===== config.mk =====
export PLATFORM = sky130hd
export DESIGN_NAME = alu_mdu
export DESIGN_NICKNAME = d
export VERILOG_FILES = /design/src/rtl/alu_mdu.sv
export SDC_FILE = /design/constraint.sdc
export NUM_CORES = 1
export LEC_CHECK = 0
export BUFFER_PORTS_ARGS = -buffer_cell sky130_fd_sc_hd__buf_4
export CELL_PAD_IN_SITES_DETAIL_PLACEMENT = 0
export CELL_PAD_IN_SITES_GLOBAL_PLACEMENT = 1
export CORE_MARGIN = 2
export CORE_UTILIZATION = 41
export DETAILED_ROUTE_END_ITERATION = 8
export PLACE_DENSITY = 0.78
export SLEW_MARGIN = 20
export SYNTH_ARGS = -nofsm -noshare
export SYNTH_HDL_FRONTEND = slang
export SYNTH_SLANG_ARGS = --single-unit

===== constraint.sdc =====
create_clock -name clk -period 3.13 [get_ports clk]
set_input_delay 0.626 -clock clk [delete_from_list [all_inputs] [get_ports clk]]
set_output_delay 0.626 -clock clk [all_outputs]
set_load 0.1 [all_outputs]

===== src/rtl/alu_mdu.sv =====
// alu_mdu: iterative multiply/divide unit with architectural HI/LO registers.
// Shift-add multiply and restoring divide, one bit per cycle, with a
// sign-fixup state. Define ALU_MDU_TRACE_EN to get a one-line $strobe trace
// on every completion (simulation only).
module alu_mdu #(
    parameter int XLEN = 32
) (
    input  logic            clk,
    input  logic            rst,
    input  logic [XLEN-1:0] alu_in_a,
    input  logic [XLEN-1:0] alu_in_b,
    input  logic [3:0]      alu_in_contr,
    input  logic            mdu_in_valid,
    output logic            mdu_in_ready,
    output logic            mdu_out_busy,
    output logic            mdu_out_done,
    output logic [XLEN-1:0] alu_out_rl,
    output logic [XLEN-1:0] alu_out_rh,
    output logic            mdu_out_dz
);
    localparam logic [3:0] OP_MULT  = 4'h8;
    localparam logic [3:0] OP_MULTU = 4'h9;
    localparam logic [3:0] OP_DIV   = 4'hA;
    localparam logic [3:0] OP_DIVU  = 4'hB;
    localparam logic [3:0] OP_MTHI  = 4'hC;
    localparam logic [3:0] OP_MTLO  = 4'hD;

    typedef enum logic [1:0] {S_IDLE, S_ITER, S_FIX} state_t;

    state_t            state, state_nx;
    logic [4:0]        cnt;
    logic [2*XLEN-1:0] acc;      // {partial/remainder, multiplier/quotient}
    logic [XLEN-1:0]   opnd;     // multiplicand or divisor magnitude
    logic              div_q;    // in-flight op is a divide
    logic              neg_p;    // negate product / quotient at fixup
    logic              neg_rem;  // negate remainder at fixup
    logic [XLEN-1:0]   hi, lo;
    logic              dz, done;

    logic              accept, is_md, op_div, op_sgn, b_zero;
    logic [XLEN-1:0]   a_mag, b_mag;
    logic [XLEN:0]     mul_sum, div_trial;
    logic [2*XLEN-1:0] prod;
    logic [XLEN-1:0]   quo, rem;

    assign mdu_out_busy = (state != S_IDLE);
    assign mdu_in_ready = !mdu_out_busy;
    assign mdu_out_done = done;
    assign alu_out_rl   = lo;
    assign alu_out_rh   = hi;
    assign mdu_out_dz   = dz;

    // Request decode and operand magnitudes for signed ops
    always_comb begin
        accept = mdu_in_valid && mdu_in_ready;
        is_md  = (alu_in_contr == OP_MULT) || (alu_in_contr == OP_MULTU) ||
                 (alu_in_contr == OP_DIV)  || (alu_in_contr == OP_DIVU);
        op_div = alu_in_contr[1];
        op_sgn = !alu_in_contr[0];
        b_zero = (alu_in_b == '0);
        a_mag  = (op_sgn && alu_in_a[XLEN-1]) ? -alu_in_a : alu_in_a;
        b_mag  = (op_sgn && alu_in_b[XLEN-1]) ? -alu_in_b : alu_in_b;
    end

    // One iteration step for each algorithm and the sign-corrected results
    always_comb begin
        mul_sum   = {1'b0, acc[2*XLEN-1:XLEN]} + (acc[0] ? {1'b0, opnd} : '0);
        // Shifted remainder never exceeds 2*divisor-1, so XLEN+1 bits suffice
        div_trial = {acc[2*XLEN-1:XLEN], acc[XLEN-1]} - {1'b0, opnd};
        prod      = neg_p   ? -acc : acc;
        quo       = neg_p   ? -acc[XLEN-1:0] : acc[XLEN-1:0];
        rem       = neg_rem ? -acc[2*XLEN-1:XLEN] : acc[2*XLEN-1:XLEN];
    end

    // State register
    always_ff @(posedge clk) begin
        if (rst) state <= S_IDLE;
        else     state <= state_nx;
    end

    // Next-state logic; divide by zero skips straight to fixup
    always_comb begin
        state_nx = state;
        case (state)
            S_IDLE: if (accept && is_md) state_nx = (op_div && b_zero) ? S_FIX : S_ITER;
            S_ITER: if (cnt == 5'd31) state_nx = S_FIX;
            S_FIX:  state_nx = S_IDLE;
            default: state_nx = S_IDLE;
        endcase
    end

    // Datapath: operand latch, iteration, HI/LO write and done pulse
    always_ff @(posedge clk) begin
        if (rst) begin
            cnt     <= '0;
            acc     <= '0;
            opnd    <= '0;
            div_q   <= 1'b0;
            neg_p   <= 1'b0;
            neg_rem <= 1'b0;
            hi      <= '0;
            lo      <= '0;
            dz      <= 1'b0;
            done    <= 1'b0;
        end else begin
            done <= 1'b0;
            case (state)
                S_IDLE: if (accept) begin
                    if (is_md) begin
                        cnt     <= '0;
                        div_q   <= op_div;
                        neg_p   <= op_sgn && (alu_in_a[XLEN-1] ^ alu_in_b[XLEN-1]);
                        neg_rem <= op_sgn && alu_in_a[XLEN-1];
                        if (op_div) begin
                            acc  <= {{XLEN{1'b0}}, a_mag};
                            opnd <= b_mag;
                            dz   <= b_zero;
                        end else begin
                            acc  <= {{XLEN{1'b0}}, b_mag};
                            opnd <= a_mag;
                        end
                    end else if (alu_in_contr == OP_MTHI) begin
                        hi   <= alu_in_a;
                        done <= 1'b1;
                    end else if (alu_in_contr == OP_MTLO) begin
                        lo   <= alu_in_a;
                        done <= 1'b1;
                    end
                end
                S_ITER: begin
                    cnt <= cnt + 5'd1;
                    if (div_q) begin
                        if (!div_trial[XLEN]) acc <= {div_trial[XLEN-1:0], acc[XLEN-2:0], 1'b1};
                        else                  acc <= {acc[2*XLEN-2:0], 1'b0};
                    end else begin
                        acc <= {mul_sum, acc[XLEN-1:1]};
                    end
                end
                S_FIX: begin
                    done <= 1'b1;
                    if (!div_q) begin
                        hi <= prod[2*XLEN-1:XLEN];
                        lo <= prod[XLEN-1:0];
                    end else if (!dz) begin
                        hi <= rem;
                        lo <= quo;
                    end
                end
                default: ;
            endcase
        end
    end

`ifdef ALU_MDU_TRACE_EN
    logic [3:0]      tr_op;
    logic [XLEN-1:0] tr_a, tr_b;

    // Keep the accepted request for the completion trace
    always_ff @(posedge clk) begin
        if (accept) begin
            tr_op <= alu_in_contr;
            tr_a  <= alu_in_a;
            tr_b  <= alu_in_b;
        end
    end

    // Print one line per completion
    always @(negedge clk) begin
        if (done)
            $strobe("%0t alu_mdu op=%h a=%h b=%h hi=%h lo=%h dz=%h",
                     $time, tr_op, tr_a, tr_b, hi, lo, dz);
    end
`else
    // Trace disabled: no simulation output is compiled in.
`endif

endmodule


After elaboration in Yosys (flattened, before gate mapping):

Index checks and enable logic that the tools add are counted.

* register bits: 172
* input port bits: 71
* output and inout port bits: 68
* word-level logic and storage cells: 98

* equality and inequality tests: 18
* $add $sub $neg: 8
* reductions and logical operators: 22
* bitwise gates (word level): 1
* mux-type cells: 38

Operators with widths (count)
* two-way mux 32 bit: 18
* two-way mux 64 bit: 5
* negator 32 bit: 4
* one-hot mux 32 bit (2 select lines): 2
* one-hot mux 64 bit (2 select lines): 1
* negator 64 bit: 1
* adder 32 x 32 -> 33 bit: 1
* subtractor 33 x 32 -> 33 bit: 1
* zero test 32 bit: 1
* equality test 4 bit, second input constant: 6
* inequality test 2 bit, second input constant: 8
* two-way mux 5 bit: 2
* one-hot mux 5 bit (2 select lines): 1
* logical AND 1 bit: 6
* two-way mux 2 bit: 3
* AND reduction 3 bit: 2
* AND reduction 6 bit: 1
* nonzero test 2 bit: 3
* adder 5 x 1 -> 5 bit, second input constant: 1
* equality test 5 bit, second input constant: 1
* AND reduction 5 bit: 1
* two-way mux 1 bit: 4
* one-hot mux 2 bit (2 select lines): 1
* AND reduction 4 bit: 1
* 9 further kinds: 12

Logic depth before layout (Yosys ltp):

Gate-level depths: netlist (run 1).

* depth in word-level cells: 7
* gate-level depth with buffers: 14
* mapped depth without buffers: 13

Worst setup path before layout (run 1):

Ideal clock, no wire load.

* kind: reg-to-reg
* start point: register acc[0]
* end point: register acc[57]
* required time: 3013 ps
* cell stages (with the launch flop): 15
* setup slack: -282 ps
* library setup time: 117 ps
* arrival: 3295 ps
* buffers on the path: 2
* clock period less this slack: 3412 ps
* path through: dfxtp_1 clkbuf_1 inv_1 clkbuf_1 nor2_1 ha_1 a21o_1 or3_1 o2111a_1 a21o_1 o31ai_2 o211ai_1 a2111oi_0 nor3b_1 a32o_1

* longest elaborated chain between the ends: 4

RTL lines
* from (decl): line 32 `logic [2*XLEN-1:0] acc;`
* from (signal assigned): line 115 `acc <= {{XLEN{1'b0}}, a_mag};`
* from (signal assigned): line 119 `acc <= {{XLEN{1'b0}}, b_mag};`
* from (signal assigned): line 133 `if (!div_trial[XLEN]) acc <= {div_trial[XLEN-1:0], acc[XLEN-2:0], 1'b1};`
* two-way mux 32 bit: line 67 `mul_sum = {1'b0, acc[2*XLEN-1:XLEN]} + (acc[0] ? {1'b0, opnd} : '0);`
* adder 32 x 32 -> 33 bit: line 67
* two-way mux 64 bit: line 132 `if (div_q) begin`
* one-hot mux 64 bit (2 select lines): line 107 `case (state)`

No other way between the ends.
A chain may end at the register's enable or synchronous reset.

Worst setup path after layout (run 1):

* start point: register acc[0]
* end point: register hi[28], in the netlist alu_out_rh[28]

* longest elaborated chain between the ends: 4

RTL lines
* negator 64 bit: line 70 `prod = neg_p ? -acc : acc;`
* two-way mux 64 bit: line 70
* two-way mux 32 bit: line 141 `if (!div_q) begin`
* one-hot mux 32 bit (2 select lines): line 107
* to (signal assigned): line 123 `hi <= alu_in_a;`
* to (signal assigned): line 142 `hi <= prod[2*XLEN-1:XLEN];`
* to (signal assigned): line 145 `hi <= rem;`
* to (decl): line 37 `logic [XLEN-1:0] hi, lo;`

No other way between the ends.

==> results of run 1 <==
==> layer usage <==
layer | GRT usage | up-vias
li1 | - | 7794
met1 | 0.446 | 7831
met2 | 0.463 | 700
met3 | 0.0657 | 87
met4 | 0.0933 | 0
met5 | 0 | -
==> kinds of logic (layout without fill, tap and decap cells) <==
| kind of cell | count (synthesis) | count (layout) | synth area share |
|---|---|---|---|
| compound gates | 636 | 636 | 0.285 |
| fa+ha+maj | 72 | 72 | 0.0623 |
| simple gates | 669 | 669 | 0.211 |
| buf+inv | 212 | 497 | 0.0562 |
| flops | 172 | 172 | 0.234 |
| xor+xnor | 169 | 169 | 0.101 |
| mux | 75 | 75 | 0.0511 |
==> power by group through the flow <==
stage	registers (W)	logic, W	clock network [W]
after floorplan	0.00265	0.00213	0
after global placement	0.00256	0.00360	0
after detailed placement	0.00256	0.00363	0
after CTS	0.00251	0.00365	0.00233
after global routing	0.00254	0.00416	0.00242
final	0.00253	0.00388	0.00231
==> synth_stat cells, types with 32 or more instances <==
| cell | instances |
|---|---|
| nand2_1 | 196 |
| mux2i_1 | 74 |
| dfxtp_1 | 172 |
| inv_1 | 71 |
| ha_1 | 70 |
| nor3_1 | 44 |
| nor2_1 | 270 |
| xnor2_1 | 83 |
| clkbuf_1 | 117 |
| a21o_1 | 32 |
| a211oi_1 | 67 |
| xor2_1 | 86 |
| a21oi_1 | 199 |
| o211ai_1 | 40 |
| o21ai_0 | 104 |
==> registers in the layout, indices dropped and copies added, names as in the netlist <==
signal        flops
acc              64
cnt               5
div_q             1
neg_rem           1
alu_out_rl       32
opnd             32
neg_p             1
alu_out_rh       32
mdu_out_done      1
state             2
mdu_out_dz        1
==> per-stage QoR <==
stage	cell area (um2)	util	setup slack, ps	setup TNS (ps)	cells
floorplan	14700	-	10.1	0	2005
global placement	17700	0.500	-191	-1080	2710
detailed placement	17700	0.500	-169	-1440	2710
CTS	18400	0.518	2.35	0	2744
global route	18900	0.532	-68.2	-232	2751
finish	18900	0.532	39.8	0	2751
==> worst min path at each step <==
stage	startpoint	to	slack, ps	depth (start not counted)
4_1_cts	opnd[11]	opnd[11]	460	2
2_1_floorplan	opnd[29]	opnd[29]	430	2
5_1_grt	opnd[14]	opnd[14]	480	2
3_5_place_dp	opnd[14]	opnd[14]	450	2
6_report	opnd[4]	opnd[4]	460	2
3_3_place_gp	alu_out_rh[0]	alu_out_rh[0]	440	2
==> layout make-up <==
| type | count | area [um2] |
|---|---|---|
| Timing Repair Buffer | 393 | 3060 |
| Tap cell | 461 | 577 |
| Sequential cell | 172 | 3470 |
| Multi-Input combinational cell | 1621 | 10900 |
| Fill cell | 3413 | 16600 |
| Inverter | 72 | 275 |
| Clock inverter | 15 | 170 |
| Clock buffer | 17 | 425 |
==> what timing repair did <==
item / CTS / global route
pin swaps: 5 / 37
gates resized for setup: 9 / 107
setup endpoints to repair: 8 / 40
buffers inserted: 2 / 7
==> worst max-delay path: stages, from the launching register on <==
cell,delay (ps)
dfxtp_4,370
inv_6,90
buf_6,140
buf_6,200
ha_2,250
and4_1,270
nand4_2,210
o31ai_2,290
a21oi_1,130
o41ai_2,380
xnor2_1,190
a211oi_1,80
a2111oi_0,370
==> results.md, run 1 <==
- Hold Slack: 456 ps
- Synthesis-stage register bit count: 172
- Clock transition at the registers of the reported paths: 80 ps
- Final min period: 3090 ps
- M1 wire length: 27900 um
- ANT cells: 0
- Num rows: 69
- Pwr/cell area: 462 nW/um2
- Setup CP Type: reg2reg
- Sw frac: 0.412
- Post-synth EDFFs: 0
- Max IR drop VDD: 0.000317 V
- Number of nets in the layout: 2420
- DRC Markers: 0
- Sequential area share after synthesis: 0.234
- Gpl congestion: 0.969
- Critical path origin: acc[0]
- Status: finished clean
- Core Area: 35500 um2
- Die Ht: 193 um
- Final wirelength: 60400 um
- Hpwl dp: 47000 um
- Met2 wire length: 25600 um
- Aggregate global-route resource usage: 0.310
- CP required: 3460 ps
- Clock power share: 0.265
- Worst-Skew Late Latency: 460 ps
- Mapped Nets: 2148
- Worst-Margin Slew: 1080 ps
- CTS tree: yes
- Layout area overhead: 28.3%
- Final period utilization: 0.987
- Predominant post-synthesis flop cell: dfxtp_1
- Final hold vios: 0
- Grt total ovfl: 0
- Logic pwr share: 0.446
- Via Count: 16412
- FF-to-FF path depth: 12
- Max Clock Freq: 0.324 GHz
- Root Driver: clkbuf_16
- Avg Cell Area, Syn: 7.33 um2
- Min-Delay Path Class: reg2reg
- Final Power: 0.00871 W
- Port-buffer cells: 138
- CTS H-tree lvls: 4
- DRT iter0 DRCs: 1710
- Router iterations before antenna repair: 5
- Via density: 5.97
- Share of cells above drive strength 1: 0.245
- Worst r2r src: acc[0]
- Critical Path End Type: register
- Vias in the first global route: 15310
- Starting Density: 0.414
- Sequential power share: 0.290
- Slew Limit Fails: 0
- Reg-to-reg endpoint: alu_out_rh[28]
- Crit path to: alu_out_rh[28]
- Gate Count Post-Synth: 2005
- Largest net degree at the start of global routing: 97
- CP startpoint kind: register
- Antenna Nets Post-Route: 0
- Reg2Reg Setup Slack: 40 ps
- WP data arrival: 3420 ps
- Leak Pwr: 7.81 nW
- Relative slew slack: 0.279
- P_sw: 0.00359 W
- Uppermost layer routed: met4
- CP Max Fanout: 14
- Num CTS Buffers: 17
- Final Skew: 14.2 ps
- Number of setup violations in the final report: 0
- Distinct cells, synth: 82
- Syn. warnings: 0
- Total die area: 37400 um2
- Share of the synthesized area in the top cell type: 0.234
- WL/cell: 22.0 um
- Clock sinks: 172
- Die X: 193 um
- Ys async rst share: 0
- Met3 wire len: 5300 um
- Top cells by area, synth: dfxtp_1, nor2_1, a21oi_1
- Commonest non-fill, non-tap cell in the layout: buf_4
- Max Cap Violations: 0
- First-pass GRT wire length: 90400 um
- Most frequent cells in the layout: buf_4, nor2_1, nand2_1
- Clock tree buffer depth: 2
- Cts hold-fix bufs: 0
- Ports: 139
- Pint: 0.00513 W
- Yosys top cell by area: dfxtp_1
- RSZ-0062 raised after global routing: yes
- Cell Area, Synth: 14700 um2
- Initial antenna violation count: 0
No activity file was read; power rests on OpenSTA's default activity.
==> inputs of run 2 (changes only) <==
--- a/config.mk
+++ b/config.mk
@@ -11,6 +11,7 @@
 export CORE_MARGIN = 2
 export CORE_UTILIZATION = 41
 export DETAILED_ROUTE_END_ITERATION = 8
+export GPL_TIMING_DRIVEN = 0
 export PLACE_DENSITY = 0.78
 export SLEW_MARGIN = 20
 export SYNTH_ARGS = -nofsm -noshare
==> results.md, run 2 (same netlist as run 1, synthesis figures left out) <==
- Port-buffer cells: 136
- Die Ht: 193 um
- Num rows: 69
- Global routing's busiest layer: met2
- Ports: 139
- Status: finished, violations left
- Starting Density: 0.414
- CTS H-tree lvls: 4
- Sequential power share: 0.295
- Leak Pwr: 7.12 nW
- Worst-Skew Late Latency: 450 ps
- Clock power share: 0.256
- Max IR drop VDD: 0.000394 V
- Clock sinks: 172
- Clock transition at the registers of the reported paths: 80 ps
- Num CTS Buffers: 17
- Met3 usage in global routing: 0.0540
- Final wirelength: 65600 um
- Final min period: 3230 ps
- Logic pwr share: 0.449
- Via Count: 16784
- CP required: 3470 ps
- Met2 usage: 0.488
- Cts hold-fix bufs: 0
- Worst-Margin Slew: 1010 ps
- Router iterations before antenna repair: 6
- WL/cell: 24.4 um
- Met1 usage: 0.488
- Share of cells above drive strength 1: 0.191
- Die X: 193 um
- Max Cap Violations: 0
- Hpwl dp: 51700 um
- Largest Register: acc
- CP Max Fanout: 5
- Most frequent cells in the layout: nor2_1, nand2_1, buf_4
- Placed Cells: 2602
- Clock tree buffer depth: 2
- Critical Path End Type: register
- Final hold vios: 0
- Antenna Nets Post-Route: 0
- Sw frac: 0.427
- Root Driver: clkbuf_16
- Largest net degree at the start of global routing: 17
- Non-filler cells, final: 2687
- Number of setup violations in the final report: 7
- Pwr/cell area: 473 nW/um2
- Commonest non-fill, non-tap cell in the layout: nor2_1
- P_sw: 0.00370 W
- Relative slew slack: 0.329
- Total die area: 37400 um2
- WP data arrival: 3570 ps
- Setup CP Type: reg2reg
- Aggregate global-route resource usage: 0.332
- Largest register FFs: 64
- Failing checks: setup timing
- Slew Limit Fails: 0
- Gpl congestion: 0.979
- Final period utilization: 1.03
- Final Skew: 12.0 ps
- Grt total ovfl: 0
- RSZ-0062 raised after global routing: yes
- Via density: 6.25
- CP startpoint kind: register
- Vias in the first global route: 15040
- DRT iter0 DRCs: 1837
- Min-Delay Path Class: reg2reg
- CTS tree: yes
- Number of nets in the layout: 2356
- Layout area overhead: 24.6%
- Core Area: 35500 um2
- First-pass GRT wire length: 95000 um
- DRC Markers: 0
- Pint: 0.00496 W
- Utilization after layout: 0.516
- Worst setup margin: -101 ps
- Max Clock Freq: 0.310 GHz
- Initial antenna violation count: 1
[run 2: changes by cell type in the layout (fill, tap and decap cells not counted), sizes merged]
cell,previous run,this run
buf,393,212
clkbuf,17,136
inv,81,78
bufinv,2,1
clkinv,4,5
diode,0,1
[run 2: layout make-up]
type                       instances  area (um2)
inverter                          72         285
clock buffer                      19         453
timing repair buffer             199        1560
buffer                           130         569
sequential                       172        3510
fill                            3556       17200
tap                              461         577
clock inverter                    12         130
antenna                            1        2.50
multi-input combinational       1621       11200
[run 2: worst paths after layout]
kind	cells past startpoint	start	end	slack, ps
worst max-delay path	15	acc[0]	acc[63]	-100
worst min-delay path	2	opnd[23]	opnd[23]	450
worst max register to register	15	acc[0]	acc[63]	-100
worst min register to register	2	opnd[23]	opnd[23]	450
[run 2: what timing repair did]
| action | in CTS | in global routing |
|---|---|---|
| gates cloned | 1 | 2 |
| buffers inserted | 24 | 37 |
| setup endpoints to repair | 73 | 71 |
| pin swaps | 23 | 75 |
| gates resized for setup | 107 | 134 |
[run 2: metal layers]
metal  part of all wire  vias up
li1                   -     7662
met3               0.10      124
met5                  0        -
met2               0.42      941
met4              0.030        0
met1               0.45     8057
[run 2: through the flow]
step | power, W | hold WS, ps | instance area [um2] | setup TNS [ps] | worst slack, ps
final | 0.00866 | 453 | 18300 | -410 | -101
after global routing | 0.00897 | 482 | 18300 | -1290 | -210
after CTS | 0.00826 | 458 | 17500 | -267 | -174
after detailed placement | 0.00586 | 447 | 16300 | -55370 | -1220
after global placement | 0.00583 | 443 | 16300 | -55640 | -1230
after floorplan | 0.00478 | 432 | 14700 | 0 | 10.1
[run 2: critical path: stages, from the launching register on]
cell,delay (ps)
dfxtp_4,410
inv_6,60
buf_8,130
nor2_4,90
ha_4,200
a21o_1,170
or3_4,330
o2111a_1,260
a21o_4,210
o31ai_4,280
buf_4,180
buf_6,120
o211ai_1,150
a21o_1,240
a211oi_2,190
o31ai_1,90
[run 2: power groups by stage]
stage	clock network, W	logic, W	registers (W)
after floorplan	0	0.00213	0.00265
after global placement	0	0.00328	0.00256
after detailed placement	0	0.00330	0.00256
after CTS	0.00222	0.00353	0.00251
after global routing	0.00230	0.00410	0.00257
final	0.00222	0.00389	0.00256
==> inputs of run 3 (changes only) <==
--- a/config.mk
+++ b/config.mk
@@ -9,10 +9,10 @@
 export CELL_PAD_IN_SITES_DETAIL_PLACEMENT = 0
 export CELL_PAD_IN_SITES_GLOBAL_PLACEMENT = 1
 export CORE_MARGIN = 2
-export CORE_UTILIZATION = 41
+export CORE_UTILIZATION = 45
 export DETAILED_ROUTE_END_ITERATION = 8
 export GPL_TIMING_DRIVEN = 0
-export PLACE_DENSITY = 0.78
+export PLACE_DENSITY_LB_ADDON = 0.1
 export SLEW_MARGIN = 20
 export SYNTH_ARGS = -nofsm -noshare
 export SYNTH_HDL_FRONTEND = slang
==> constraint.sdc (replaced) <==
create_clock -name clk -period 3.6 [get_ports clk]
set_input_delay 0.36 -clock clk [delete_from_list [all_inputs] [get_ports clk]]
set_output_delay 0.36 -clock clk [all_outputs]
set_load 0.1 [all_outputs]
==> results.md, run 3 (same netlist as run 1, synthesis figures left out) <==
- Status: finished clean
- Utilization after layout: 0.525
- Placed Cells: 2583
- Num rows: 66
- Buf+Inv Stages, Crit Path: 2
- CP max stage cell: dfxtp_2
- Max Cap Violations: 0
- Num CTS Buffers: 17
- Max IR drop VDD: 0.000363 V
- Vias in the first global route: 14617
- Share of cells above drive strength 1: 0.114
- Relative slew slack: 0.280
- Die X: 185 um
- FF-to-FF path depth: 13
- Filler cell count: 3311
- Pre-CTS WS: -704 ps
- Max stage delay on crit path: 400 ps
- Min-Delay Path Class: in2reg
- Antenna Nets Post-Route: 0
- DRT iter0 DRCs: 1820
- Layout area overhead: 15.6%
- Largest Register: acc
- Initial antenna violation count: 1
- CP required: 3950 ps
- Clock sinks: 172
- Clock transition at the registers of the reported paths: 70 ps
- Port-buffer cells: 136
- CP delay by family, top: compound AO/OA/AOI/OAI gates
- Grt total ovfl: 0
- DRC Markers: 0
- Gpl congestion: 1.02
- Worst-Skew Late Latency: 460 ps
- Most frequent cells in the layout: nor2_1, a21oi_1, nand2_1
- CP startpoint kind: register
- Final wirelength: 63800 um
- CTS H-tree lvls: 4
- Max Clock Freq: 0.286 GHz
- Die Ht: 185 um
- Via density: 6.21
- Clock tree buffer depth: 2
- Starting Density: 0.454
- Via Count: 16224
- Root Driver: clkbuf_16
- Critical Path End Type: register
- Worst setup margin: 97.8 ps
- Commonest non-fill, non-tap cell in the layout: nor2_1
- Largest register FFs: 64
- Final Power: 0.00711 W
- Worst-Margin Slew: 1080 ps
- Hold Path Stages: 3
- ANT cells: 0
- Final Skew: 13.5 ps
- CTS tree: yes
- Instance count on the critical path: 13
- WP data arrival: 3850 ps
- Pwr/cell area: 418 nW/um2
- Non-filler cells, final: 2613
- First-pass GRT wire length: 92100 um
- Reg2Reg Setup Slack: 100 ps
- Total die area: 34100 um2
- Final hold vios: 0
- Crit-path cells: inv_1 > ha_1 > fa_2 > nand2b_1 > a21oi_2 > o21ai_2 > a21o_1 > a211o_1 > nand3_4 > buf_8 > mux2i_1 > nand2_1 > a32o_1
- Number of setup violations in the final report: 0
- Largest net degree at the start of global routing: 17
- Final instance area: 17000 um2
- Setup CP Type: reg2reg
- Final period utilization: 0.973
- Number of nets in the layout: 2303
- Final min period: 3500 ps
- Leak Pwr: 6.68 nW
- Hpwl dp: 51200 um
- Cts hold-fix bufs: 0
- Router iterations before antenna repair: 5
- WL/cell: 24.4 um
- Slew Limit Fails: 0
- Area post-placement: 16300 um2
- Ports: 139
- CP Max Fanout: 10
- Aggregate global-route resource usage: 0.367
- Core Area: 32400 um2
run 3: timing repair:
action / 4_1_cts / 5_1_grt
setup endpoints to repair: 41 / 40
resized for setup: 16 / 26
buffers inserted: 1 / 0
pin swaps: 1 / 5
run 3: layer usage:
layer,GRT usage,share of wire,wire [um],up-vias
met5,0,0,0,-
met4,0.130,0.033,2110,0
met3,0.0976,0.098,6220,112
met2,0.530,0.41,26100,803
met1,0.521,0.46,29300,7733
li1,-,-,-,7576
run 3: area by class of cell:
cell class,instances,area [um2],area share
Clock inverter,12,140,0.00824
Inverter,72,270,0.0159
Timing Repair Buffer,137,1030,0.0605
Tap cell,442,553,0.0325
Clock buffer,18,429,0.0252
Buffer,139,578,0.0340
Sequential cell,172,3450,0.203
Multi-Input combinational cell,1621,10500,0.620
run 3: final timing paths:
kind	startpoint	endpoint
setup / recovery	acc[31]	acc[46]
hold / removal	alu_in_a[26]	alu_out_rh[26]
setup reg to reg	acc[31]	acc[46]
hold reg to reg	opnd[22]	opnd[22]
run 3: where the power goes:
part	switching, W	leakage, nW	internal (W)
Sequential	0.000165	1.40	0.00204
Clock	0.000891	0.263	0.00102
Combinational	0.00199	5.01	0.00100
Total	0.00305	6.68	0.00407
run 3: worst min-delay path: cells and delay by family:
kind,cells,cell delay (ps)
AO/OA/AOI/OAI,2,170
buffers and inverters,1,150
run 3: metrics by stage:
| step | hold WS [ps] | TNS [ps] |
|---|---|---|
| 2_1_floorplan | 432 | 0 |
| 3_3_place_gp | 443 | -13950 |
| 3_5_place_dp | 445 | -14960 |
| 4_1_cts | 239 | 0 |
| 5_1_grt | 258 | -5.71 |
| 6_report | 254 | 0 |
